===== config.mk =====
export PLATFORM = sky130hd
export DESIGN_NAME = pong_game_fsm
export DESIGN_NICKNAME = d
export VERILOG_FILES = /design/src/rtl/pong_game_fsm.sv
export SDC_FILE = /design/constraint.sdc
export NUM_CORES = 1
export LEC_CHECK = 0
export ABC_AREA = 1
export CORE_MARGIN = 2
export CORE_UTILIZATION = 40
export DETAILED_ROUTE_END_ITERATION = 8
export PLACE_DENSITY_LB_ADDON = 0.05
export RECOVER_POWER = 25
export SETUP_SLACK_MARGIN = 0.15
export SKIP_CTS_REPAIR_TIMING = 1
export SYNTH_ARGS = -nofsm -noshare
export SYNTH_HDL_FRONTEND = slang
export SYNTH_SLANG_ARGS = --single-unit

===== constraint.sdc =====
create_clock -name i_Clk -period 2.98 [get_ports i_Clk]
set_input_delay 0.596 -clock i_Clk [delete_from_list [all_inputs] [get_ports i_Clk]]
set_output_delay 0.596 -clock i_Clk [all_outputs]
set_load 0.03 [all_outputs]

===== src/rtl/pong_game_fsm.sv =====
// Pong game sequencer: serve, miss detection, scoring, post-point hold and winner.
// Latency: a miss seen in cycle N updates score/state/outputs at edge N+1; all outputs registered.
// Backpressure: none; ball controller is gated through o_Game_Active (1 only while RUNNING).
//
// Ports:
//   i_Clk, i_Rst          clock, asynchronous active-high reset
//   i_Start               debounced start/serve level, rising edge acts
//   i_Ball_X, i_Ball_Y    ball position from the ball controller
//   i_Paddle_Y_P1/P2      top row of each paddle (P1 at column 0, P2 at last column)
//   o_Game_Active         ball controller enable
//   o_P1_Score/o_P2_Score per-player points
//   o_Game_Over, o_Winner end-of-game flag and winner (0 = P1, 1 = P2)
module pong_game_fsm #(
  parameter int c_GAME_WIDTH    = 40,
  parameter int c_GAME_HEIGHT   = 30,
  parameter int c_PADDLE_HEIGHT = 6,
  parameter int c_SCORE_LIMIT   = 9,
  parameter int c_POINT_HOLD    = 25000000
) (
  input  logic       i_Clk,
  input  logic       i_Rst,
  input  logic       i_Start,
  input  logic [5:0] i_Ball_X,
  input  logic [5:0] i_Ball_Y,
  input  logic [5:0] i_Paddle_Y_P1,
  input  logic [5:0] i_Paddle_Y_P2,
  output logic       o_Game_Active,
  output logic [3:0] o_P1_Score,
  output logic [3:0] o_P2_Score,
  output logic       o_Game_Over,
  output logic       o_Winner
);

  typedef enum logic [1:0] {IDLE, RUNNING, POINT, GAME_OVER} state_t;

  // Counter only has to reach c_POINT_HOLD-1.
  localparam int c_CNT_W = (c_POINT_HOLD > 1) ? $clog2(c_POINT_HOLD) : 1;
  localparam logic [c_CNT_W-1:0] c_HOLD_LAST = c_CNT_W'(c_POINT_HOLD - 1);
  localparam logic [5:0] c_P2_COL   = 6'(c_GAME_WIDTH - 1);
  localparam logic [6:0] c_PAD_SPAN = 7'(c_PADDLE_HEIGHT - 1);
  localparam logic [4:0] c_LIMIT    = 5'(c_SCORE_LIMIT);

  // Elaboration-time range check of the board and scoring parameters.
  if (c_GAME_WIDTH < 2 || c_GAME_WIDTH > 64 || c_GAME_HEIGHT < 1 || c_GAME_HEIGHT > 64 ||
      c_PADDLE_HEIGHT < 1 || c_SCORE_LIMIT < 1 || c_SCORE_LIMIT > 15 || c_POINT_HOLD < 1)
  begin : g_bad_params
    $error("pong_game_fsm: parameter out of range");
  end

  state_t               r_State;
  logic                 r_Start_Prev;
  logic [c_CNT_W-1:0]   r_Hold_Cnt;

  logic                 w_Start_Pulse;
  logic                 w_Hit_P1, w_Hit_P2;
  logic                 w_Miss_P1, w_Miss_P2;
  logic [4:0]           w_P1_Next, w_P2_Next;

  assign w_Start_Pulse = i_Start & ~r_Start_Prev;

  // 7-bit compare so paddle top + height cannot wrap near the bottom edge.
  assign w_Hit_P1 = ({1'b0, i_Ball_Y} >= {1'b0, i_Paddle_Y_P1}) &&
                    ({1'b0, i_Ball_Y} <= ({1'b0, i_Paddle_Y_P1} + c_PAD_SPAN));
  assign w_Hit_P2 = ({1'b0, i_Ball_Y} >= {1'b0, i_Paddle_Y_P2}) &&
                    ({1'b0, i_Ball_Y} <= ({1'b0, i_Paddle_Y_P2} + c_PAD_SPAN));

  assign w_Miss_P1 = (i_Ball_X == 6'd0)     && !w_Hit_P1;
  assign w_Miss_P2 = (i_Ball_X == c_P2_COL) && !w_Hit_P2;

  // One bit wider than the score so the limit compare sees the true sum.
  assign w_P1_Next = {1'b0, o_P1_Score} + 5'd1;
  assign w_P2_Next = {1'b0, o_P2_Score} + 5'd1;

  always_ff @(posedge i_Clk or posedge i_Rst) begin
    if (i_Rst) begin
      r_State       <= IDLE;
      r_Start_Prev  <= 1'b0;
      r_Hold_Cnt    <= '0;
      o_Game_Active <= 1'b0;
      o_P1_Score    <= 4'd0;
      o_P2_Score    <= 4'd0;
      o_Game_Over   <= 1'b0;
      o_Winner      <= 1'b0;
    end else begin
      r_Start_Prev <= i_Start;
      case (r_State)
        IDLE: begin
          if (w_Start_Pulse) begin
            r_State       <= RUNNING;
            o_Game_Active <= 1'b1;
            o_P1_Score    <= 4'd0;
            o_P2_Score    <= 4'd0;
          end
        end
        RUNNING: begin
          // Leaving RUNNING on the miss edge is what stops a lingering ball
          // from scoring twice. P1 miss takes priority.
          if (w_Miss_P1) begin
            o_P2_Score    <= w_P2_Next[3:0];
            o_Game_Active <= 1'b0;
            if (w_P2_Next == c_LIMIT) begin
              r_State     <= GAME_OVER;
              o_Game_Over <= 1'b1;
              o_Winner    <= 1'b1;
            end else begin
              r_State    <= POINT;
              r_Hold_Cnt <= '0;
            end
          end else if (w_Miss_P2) begin
            o_P1_Score    <= w_P1_Next[3:0];
            o_Game_Active <= 1'b0;
            if (w_P1_Next == c_LIMIT) begin
              r_State     <= GAME_OVER;
              o_Game_Over <= 1'b1;
              o_Winner    <= 1'b0;
            end else begin
              r_State    <= POINT;
              r_Hold_Cnt <= '0;
            end
          end
        end
        POINT: begin
          if (r_Hold_Cnt == c_HOLD_LAST) begin
            r_State       <= RUNNING;
            o_Game_Active <= 1'b1;
          end else begin
            r_Hold_Cnt <= r_Hold_Cnt + 1'b1;
          end
        end
        GAME_OVER: begin
          if (w_Start_Pulse) begin
            r_State     <= IDLE;
            o_Game_Over <= 1'b0;
          end
        end
        default: r_State <= IDLE;
      endcase
    end
  end

endmodule


==> impl_metrics.env <==
export IMPL_outcome="completed"
export IMPL_syn_inst=490
export IMPL_io_buffers=37
export IMPL_slew_violations=0
export IMPL_die_area_um2=9128
export IMPL_yosysTopAreaCell="dfrtp_1"
export IMPL_ys_ff_latch=39
export IMPL_cts_sinks=39
export IMPL_hpwl_um=6426
export IMPL_slew_limit_headroom=0.4779
export IMPL_cts_tree="built"
export IMPL_timing_fmax_mhz=373.1
export IMPL_die_h_um=95.54
export IMPL_seq_area_frac_synth=0.2912
export IMPL_ir_worst_vdd_mv=0.2141
export IMPL_drt_wl_total_um=8393
export IMPL_nFillCells=822
export IMPL_fin_ws_ns=0.2995
export IMPL_cts_made_buffers=5
export IMPL_drcViolationCount=0
export IMPL_vias_per_cell=4.908
export IMPL_cts_root_buf="clkbuf_8"
export IMPL_syn_area_per_cell_um2=6.841
export IMPL_cts_buffer_depth=2
export IMPL_cp_start_kind="input port"
export IMPL_synth_top_area_share=0.2912
export IMPL_core_um2=8175
export IMPL_gr_usage_all_layers=0.1925
export IMPL_nets=614
export IMPL_via_count=3249
export IMPL_worstSetupPathType="input port to flip-flop"
export IMPL_initial_core_util=0.4100
export IMPL_p_leak_nw=2.172
export IMPL_ant_nets=0
export IMPL_rsz0062_at_grt="no"
export IMPL_tightest_slew_ns=0.7832
export IMPL_cpPeakStageDelay_ns=0.48
export IMPL_gp_congestion=0.8685
export IMPL_synth_nets=548
export IMPL_power_total_mw=2.125
export IMPL_grt_pass1_wl_um=14000
export IMPL_min_period_ns=2.681
export IMPL_drive_gt1_frac=0.1221
export IMPL_grt_pass1_vias=3045
export IMPL_path_cells="clkdlybuf4s50_1, nand2_1, inv_2, nand2_1, xor2_1, ha_1, nand2_1, nor2_2, nand2_1, nand2_1, inv_1, nand2_1, nand2_1, nand2_2, nand2_4, nand2_4, nand2_8, clkbuf_16, nand3_1, nand2_1"
export IMPL_synth_area_top_cells="dfrtp_1, nand2_1, ha_1"
export IMPL_grt_max_degree=26
export IMPL_cts_max_level=2
export IMPL_skew_ns=0.007343
export IMPL_fin_crit_sh=0.8995
export IMPL_hold_path_class="flip-flop to flip-flop"
export IMPL_wire_per_inst_um=12.68
export IMPL_antenna_found_initial=0
export IMPL_grt_overflow=0
export IMPL_cp_common_cell="nand2_1"
export IMPL_critPathCaptureType="flip-flop"
export IMPL_critical_path_required_ns=3.17
export IMPL_drv_cap=0
export IMPL_ys_warn_count=0
export IMPL_insertedDiodeCount=0
export IMPL_drt_iter0_drc=92
export IMPL_setup_viol=0
export IMPL_power_density_nw_per_um2=497.6
export IMPL_hold_violations=0
export IMPL_synth_distinct_cells=36
export IMPL_worst_path_max_fanout=5
export IMPL_critical_path_slowest_cell="clkdlybuf4s50_1"
export IMPL_cts_clk_slew_worst_paths_ns=0.08
export IMPL_clk_latency_ns=0.29
export IMPL_holdWs_ns=0.4925
export IMPL_drt_pass1_iter_count=4
export IMPL_cp_data_arrival_time_ns=2.87
export IMPL_ios=38
export IMPL_rows=33
export IMPL_syn_cell_area_um2=3352
export IMPL_area_delta_synth_final_pct=27.40
export IMPL_pre_cts_ws_ns=-0.4152
export IMPL_die_w_um=95.54
-- metrics by stage --
stage	cells	TNS, ns	util	area, um2
detailed placement	648	-12.47	0.4870	3981
floorplan	490	0	-	3352
global route	662	0	0.5223	4270
global placement	648	-11.03	0.4870	3981
finish	662	0	0.5223	4270
CTS	656	-2.469	0.5014	4099
-- cell usage after synthesis (all sizes together) --
master  count
inv        54
nand3      53
nor4        1
buf         7
clkinv      3
nor2       52
dfrtp      39
o211ai      1
a21o        2
a21boi      2
ha         31
xnor2       3
nor3       15
o21ai      13
a21oi       9
o221ai      2
nand3b      3
nand2     167
clkbuf      2
xor2       20
o21a        1
or2         4
nand4       6
-- registers in the layout (all words and copies together) (netlist names) --
| name | cells |
|---|---|
| o_Game_Active | 1 |
| o_Game_Over | 1 |
| o_P1_Score | 4 |
| o_P2_Score | 4 |
| o_Winner | 1 |
| r_Hold_Cnt | 25 |
| r_Start_Prev | 1 |
| r_State | 2 |
-- layout by cell type (no fill, tap or decap), types with 5 or more instances in the layout --
master and instances:
nor3_1 14, inv_1 49, clkdlybuf4s50_1 26, ha_1 29, o21ai_0 10, nand2_2 5, nor2_1 48, a21oi_1 8
nand2_1 155, nand2_4 5, dlymetal6s2s_1 9, inv_2 5, dfrtp_1 39, nand4_1 6, nand3_1 52, buf_4 23
clkbuf_8 6, xor2_1 20
-- report_power, final --
part	total (mW)	switching (mW)	internal, mW
Combinational	0.843	0.502	0.341
Clock	0.473	0.202	0.271
Sequential	0.809	0.159	0.650
-- layer usage --
layer,up-vias,part of all wire,global-route usage
met5,-,0,0
met4,0,0.0092,0.04524
met3,6,0.030,0.02846
met2,51,0.46,0.3199
met1,1486,0.50,0.2632
li1,1706,-,-
-- path summary, 6_finish.rpt --
path | endpoint | start | cells past startpoint | slack (ns)
max in group asynchronous | r_Hold_Cnt[14] | i_Rst | 3 | 1.13
hold / removal | o_Game_Active | o_Game_Active | 2 | 0.49
setup / recovery | r_Hold_Cnt[5] | i_Paddle_Y_P2[4] | 20 | 0.30
setup reg to reg | r_Hold_Cnt[12] | r_Hold_Cnt[0] | 10 | 1.08
hold reg to reg | o_Game_Active | o_Game_Active | 2 | 0.49
min in group asynchronous | o_P1_Score[3] | i_Rst | 2 | 0.77
-- cells by family after synthesis --
family,share of synthesized area
AND/OR/NAND/NOR,0.3998
buffers and inverters,0.08175
flip-flops,0.2912
adder cells (fa/ha/maj),0.1157
AO/OA/AOI/OAI,0.05151
XOR/XNOR,0.06010
-- critical path: cells and delay by family --
family / cells / cell delay, ns
XOR/XNOR: 1 / 0.15
adder cells (fa/ha/maj): 1 / 0.30
buffers and inverters: 4 / 0.75
AND/OR/NAND/NOR: 14 / 1.07
-- area by class of cell --
type / instances / area, um2 / area share
multi-input combinational: 386 / 2156 / 0.5048
clock inverter: 2 / 35.03 / 0.008204
inverter: 57 / 214.0 / 0.05010
sequential: 39 / 975.9 / 0.2285
timing repair buffer: 67 / 675.6 / 0.1582
clock buffer: 6 / 82.58 / 0.01934
tap: 105 / 131.4 / 0.03076
Note: power is estimated with default switching activity, not from simulation.
